$ cat config.mk
export PLATFORM = sky130hd
export DESIGN_NAME = ram16_arbiter
export DESIGN_NICKNAME = d
export VERILOG_FILES = /design/src/rtl/ram16_arbiter.sv
export SDC_FILE = /design/constraint.sdc
export NUM_CORES = 1
export LEC_CHECK = 0
export ABC_CLOCK_PERIOD_IN_PS = 1600
export CAP_MARGIN = 15
export CORE_MARGIN = 2
export CORE_UTILIZATION = 33
export CTS_BUF_LIST = sky130_fd_sc_hd__clkbuf_16
export DETAILED_ROUTE_END_ITERATION = 10
export PLACE_DENSITY = 0.69
export SETUP_SLACK_MARGIN = 0.5
export SLEW_MARGIN = 40
export SYNTH_ARGS = -nofsm -noshare
export SYNTH_HDL_FRONTEND = slang
export SYNTH_SLANG_ARGS = --single-unit
$ cat constraint.sdc
create_clock -name clk -period 1.6 [get_ports clk]
set_input_delay 0.4 -clock clk [delete_from_list [all_inputs] [get_ports clk]]
set_output_delay 0.4 -clock clk [all_outputs]
set_load 0.05 [all_outputs]
$ cat src/rtl/ram16_arbiter.sv
// Round-robin arbiter/sequencer between two valid/ready requesters and the single-port RAM16 store.
// Each accepted command is issued as one RAM strobe; reads and write acks return on a response pulse.
module ram16_arbiter #(
    parameter int ADDR_WIDTH = 3,
    parameter int RD_LATENCY = 1
) (
    input  logic                  clk,
    input  logic                  rst,
    input  logic                  req0_valid,
    output logic                  req0_ready,
    input  logic                  req0_we,
    input  logic [ADDR_WIDTH-1:0] req0_addr,
    input  logic [15:0]           req0_wdata,
    output logic                  rsp0_valid,
    output logic [15:0]           rsp0_rdata,
    input  logic                  req1_valid,
    output logic                  req1_ready,
    input  logic                  req1_we,
    input  logic [ADDR_WIDTH-1:0] req1_addr,
    input  logic [15:0]           req1_wdata,
    output logic                  rsp1_valid,
    output logic [15:0]           rsp1_rdata,
    output logic                  ram_read,
    output logic                  ram_write,
    output logic [ADDR_WIDTH-1:0] ram_addr,
    output logic [15:0]           ram_din,
    input  logic [15:0]           ram_dout,
    output logic                  busy
);

    localparam int CNT_W = (RD_LATENCY > 1) ? $clog2(RD_LATENCY) : 1;
    localparam logic [CNT_W-1:0] CNT_LAST = CNT_W'(RD_LATENCY - 1);

    typedef enum logic [1:0] {IDLE, ISSUE, WAIT, RESP} state_t;

    state_t           state, state_nxt;
    logic             we_p0;
    logic             id_p0;
    logic             last_grant;
    logic [CNT_W-1:0] wait_cnt;
    logic             grant0, grant1, accept, rsp_fire;

    // last_grant names the requester served most recently; the other one wins a tie.
    always_comb begin
        grant0     = req0_valid && (!req1_valid || last_grant);
        grant1     = req1_valid && (!req0_valid || !last_grant);
        req0_ready = rst && (state == IDLE) && grant0;
        req1_ready = rst && (state == IDLE) && grant1;
        accept     = req0_ready || req1_ready;
    end

    always_comb begin
        state_nxt = state;
        ram_write = 1'b0;
        ram_read  = 1'b0;
        rsp_fire  = 1'b0;
        case (state)
            IDLE:    if (accept) state_nxt = ISSUE;
            ISSUE: begin
                ram_write = we_p0;
                ram_read  = !we_p0;
                rsp_fire  = we_p0;
                state_nxt = we_p0 ? IDLE : WAIT;
            end
            WAIT: begin
                if (wait_cnt == CNT_LAST) begin
                    rsp_fire  = 1'b1;
                    state_nxt = RESP;
                end
            end
            RESP:    state_nxt = IDLE;
            default: state_nxt = IDLE;
        endcase
    end

    assign busy = (state != IDLE);

    always_ff @(posedge clk) begin
        if (!rst) begin
            state      <= IDLE;
            last_grant <= 1'b1;
            we_p0      <= 1'b0;
            id_p0      <= 1'b0;
            wait_cnt   <= '0;
            ram_addr   <= '0;
            ram_din    <= '0;
            rsp0_valid <= 1'b0;
            rsp1_valid <= 1'b0;
            rsp0_rdata <= '0;
            rsp1_rdata <= '0;
        end else begin
            state      <= state_nxt;
            rsp0_valid <= 1'b0;
            rsp1_valid <= 1'b0;
            wait_cnt   <= (state == WAIT) ? wait_cnt + CNT_W'(1) : '0;
            // Accept stage: the command latch doubles as the RAM address/data registers.
            if (accept) begin
                we_p0      <= req1_ready ? req1_we : req0_we;
                id_p0      <= req1_ready;
                last_grant <= req1_ready;
                ram_addr   <= req1_ready ? req1_addr : req0_addr;
                ram_din    <= req1_ready ? req1_wdata : req0_wdata;
            end
            // Response stage: write ack carries zero, a read carries the sampled RAM word.
            if (rsp_fire) begin
                if (id_p0) begin
                    rsp1_valid <= 1'b1;
                    rsp1_rdata <= we_p0 ? 16'h0000 : ram_dout;
                end else begin
                    rsp0_valid <= 1'b1;
                    rsp0_rdata <= we_p0 ? 16'h0000 : ram_dout;
                end
            end
        end
    end

endmodule

After elaboration in Yosys (flattened, before gate mapping)
Cells that the tools add are included.
Widths: inputs -> output; s select.
{ "totals": {"register_bits": 59, "latch_bits": 0, "in_bits": 60, "elab_cells": 51, "mem_count": 0, "ramBits": 0, "rom_bits": 0, "out_inout_bits": 58} }
{ "op_classes": {"bitwise_logic": 1, "shift": 0, "addsub": 1, "n_lt_le_gt_ge": 0, "n_reduce_logical": 19, "n_eq_ne": 5, "muxes": 14, "n_mul": 0, "div": 0} }
{ "ops": {"columns": ["op", "count"], "rows": [
  ["$mux 16", 2],
  ["$reduce_and 2->1", 5],
  ["$pmux 2 s4", 1],
  ["$mux 1", 6],
  ["$mux 2", 3],
  ["$logic_and 1x1->1", 5],
  ["$eq 2x2->1 const B", 2],
  ["$logic_not 1->1", 4],
  ["$ne 2x2->1 const B", 2],
  ["$logic_or 1x1->1", 3],
  ["$mux 3", 1],
  ["$eq 2x1->1 const B", 1],
  ["$logic_not 2->1", 1],
  ["$pmux 1 s2", 1],
  ["$reduce_bool 2->1", 1],
  ["$add 1x1->1 const B", 1],
  ["$not 1->1", 1]
]} }

Logic depth before layout (Yosys ltp)
{ "logic_depth": {"depth_word": 7, "ltp_mapped": 7, "mapped_depth_nobuf": 6} }

Worst setup path after synthesis
Ideal clock, no wire load.
{ "synth_path": {"path_type": "reg2out", "start": "reg state[0]", "end": "out req1_ready", "arrival_ns": 1.455, "stages_incl_launch_ff": 8, "t_required_ns": 1.200, "path_slack_ns": -0.255, "n_path_buf": 2, "cell_sequence": "dfxtp_1 -> inv_1 -> ha_1 -> buf_4 -> nand3_1 -> or2_4 -> buf_6 -> inv_1"} }
{ "synth_between": {"elab_chain_cells": 3} }
{ "synth_rtl": {"columns": ["item", "line", "rtl"], "rows": [
  ["start, declared", "36", "state_t state, state_nxt;"],
  ["start signal, assigned", "92", "state <= state_nxt;"],
  ["$logic_not 2->1", "48", "req1_ready = rst && (state == IDLE) && grant1;"],
  ["$logic_and 1x1->1 (2 in a row)", "48", null],
  ["end, declared", "17", "output logic req1_ready,"]
]} }
No other way between the ends.

==> metrics <==
outcome complete, but fails checks; failing checks setup timing; fin area 5463 sq um; Worst-Margin Slew 379.0 ps; global-route wire length before repair 13.82 mm; Fin Setup TNS -3339 ps; Longest Clk Path Bufs 2; nets@finish between 500 and 600; hold_ws 476.2 ps; worst skew pair latency 320 ps; Final GP Congestion 0.8198; Setup WS pre-CTS -347.1 ps; clock share of power 0.349; area grow syn2layout 109.3%; max-capacitance violation count 0; WL/cell 15.97 um; Max Freq 552.4 MHz; unique cell type count in the Yosys netlist 33; Die H 92.94 um; Core Footprint 7687 sq um; Initial Util 0.3395; Avg Vias per Cell 4.892; largest net degree at the start of global routing 41; final non-filler cell total 554; H-tree lvl count 3; Hold WC Path Type flip-flop to flip-flop; diode count 0; Die Wd 92.94 um; # rows 32; commonest register cell after synthesis dfxtp_1; Detailed Route WL 8.845 mm; internal power 3.356 mW; worst rel slew slack 0.7456; Final WS setup -210.2 ps; HPWL after DPL 5.594 mm; gr usage total 0.2066; total global routing overflow 0; Switch Pwr between 1 and 1.5 mW; final setup fails between 50 and 60; Tcrit/Tclk final 1.131; CP Data Required Time 1200 ps; most frequent cells in the layout buf_12 (59), clkdlybuf4s50_1 (56), dfxtp_2 (49); mapped cell area about 2600 sq um; RSZ-0062 raised after global routing true; Final ANT Viol Nets 0; Worst VDD drop 0.5623 mV; TritonCTS clock tree yes; TritonCTS Sinks 59; die area around 8600 sq um; layout cells sized above 1 0.5265; routed via count 2710; Power Density between 800 and 900 nW/um^2; Avg Synthesized Cell Area between 9 and 10 sq um; Arr. time, crit path around 1400 ps; root buffer cell clkbuf_16; syn nets 344; Crit Path Class flip-flop to primary output; sequential area share after synthesis 0.4525; 1st-iter DRT viols 74; PortBufs 117; warnings from Yosys 0; minimum clock period 1810 ps; Final Util 0.7106; placed instance count 494; Post-synth EDFFs 0; antenna violations before repair 0; Detailed Routing Iterations Pass 1 4; Post-Syn Instances 281; crit end category primary output; CP startpoint kind flip-flop; vias in the first global route about 2800; clock slew at reported path FFs 50 ps; critical-path maximum fanout 2; clock buffer count from CTS 9; most common cell after layout, fill and taps aside buf_12; LEAKAGE between 2 and 2.5 nW; Sequential Power Share 0.343; top-level port count 118; Comb power frac 0.308; Sw Ratio 0.3041; Final Power 4.823 mW; Post-route DRC 0; Synth Register Bits 59; Area after DPL around 4500 sq um; clock skew 6.505 ps; Slew Viols, Final 0; Post-synth ARST share 0; fillcell total between 500 and 600; endpoints failing hold 0
==> final cells by class <==
class / instances / area (sq um) / share of cell area
Clock buffer: 9 / 225.2 / 0.04123
Clock inverter: 7 / 36.28 / 0.006642
Inverter: 7 / 37.54 / 0.006871
Multi-Input combinational cell: 191 / 1434 / 0.2625
Sequential cell: 59 / 1265 / 0.2316
Tap cell: 102 / 127.6 / 0.02336
Timing Repair Buffer: 179 / 2337 / 0.4279
==> timing repair <==
item                                    4_1_cts  5_1_grt
endpoints found under the setup margin      115      117
hold buffers                                  0        0
pin swaps                                    28        6
buffers inserted                             25       15
gates resized for setup                     116       21
cloned                                        4        0
==> path summary, 6_finish.rpt <==
check | endpoint | cells after the start | slack [ps] | start
worst max-delay path | ram_read | 6 | -210 | flip-flop
worst min-delay path | rsp0_rdata[12] | 2 | 480 | rsp0_rdata[12]
worst max register to register | rsp0_rdata[14] | 10 | -100 | flip-flop
worst min register to register | rsp0_rdata[12] | 2 | 480 | rsp0_rdata[12]
==> cell usage after synthesis (2+ instances only) <==
master | n | area, sq um
nor3_1 | 20 | 100.1
and2_1 | 4 | 25.02
buf_4 | 2 | 15.01
dfxtp_1 | 59 | 1181
inv_1 | 6 | 22.52
mux2i_1 | 33 | 330.3
a211oi_2 | 4 | 50.05
buf_6 | 3 | 33.78
ha_1 | 3 | 37.54
nand3b_1 | 16 | 120.1
buf_2 | 7 | 35.03
nand2_1 | 35 | 131.4
a21oi_1 | 2 | 10.01
nor2_1 | 20 | 75.07
clkbuf_1 | 9 | 33.78
a211oi_1 | 19 | 142.6
o21ai_0 | 23 | 115.1
==> cell families after synthesis <==
logic type	Yosys count	share of synthesized area
buffers and inverters	31	0.07046
AO/OA/AOI/OAI	53	0.1453
adder cells (fa/ha/maj)	3	0.01438
AND/OR/NAND/NOR	102	0.1908
flip-flops	59	0.4525
multiplexers	33	0.1266
==> critical path, stage by stage (launching register included) <==
cell     delay [ps]
dfxtp_2         330
inv_2            50
buf_4           130
buf_6           110
ha_4            150
and2b_4         170
buf_8           140
==> power groups by stage <==
| stage | registers (mW) | logic [mW] | clock network, mW |
|---|---|---|---|
| 3_3_place_gp | 1.67 | 1.21 | 0 |
| 2_1_floorplan | 1.85 | 0.433 | 0 |
| 5_1_grt | 1.66 | 1.56 | 1.78 |
| 6_report | 1.66 | 1.48 | 1.68 |
| 3_5_place_dp | 1.67 | 1.22 | 0 |
| 4_1_cts | 1.66 | 1.42 | 1.71 |
==> registers in the layout (all words and copies together), names as in the netlist, named ones only <==
| register | flops |
|---|---|
| we_p0 | 1 |
| id_p0 | 1 |
| state | 1 |
| rsp0_rdata | 16 |
| rsp1_valid | 1 |
| rsp0_valid | 1 |
| rsp1_rdata | 16 |
| ram_addr | 3 |
| wait_cnt | 1 |
| ram_din | 16 |
| last_grant | 1 |
==> metal layers <==
layer / part of all wire / track usage / vias up
met2: 0.50 / 0.3605 / 114
met5: 0 / 0 / -
li1: - / - / 1319
met4: 0.012 / 0.06373 / 0
met3: 0.092 / 0.08706 / 9
met1: 0.40 / 0.2271 / 1268
(Power assumes the default switching activity.)
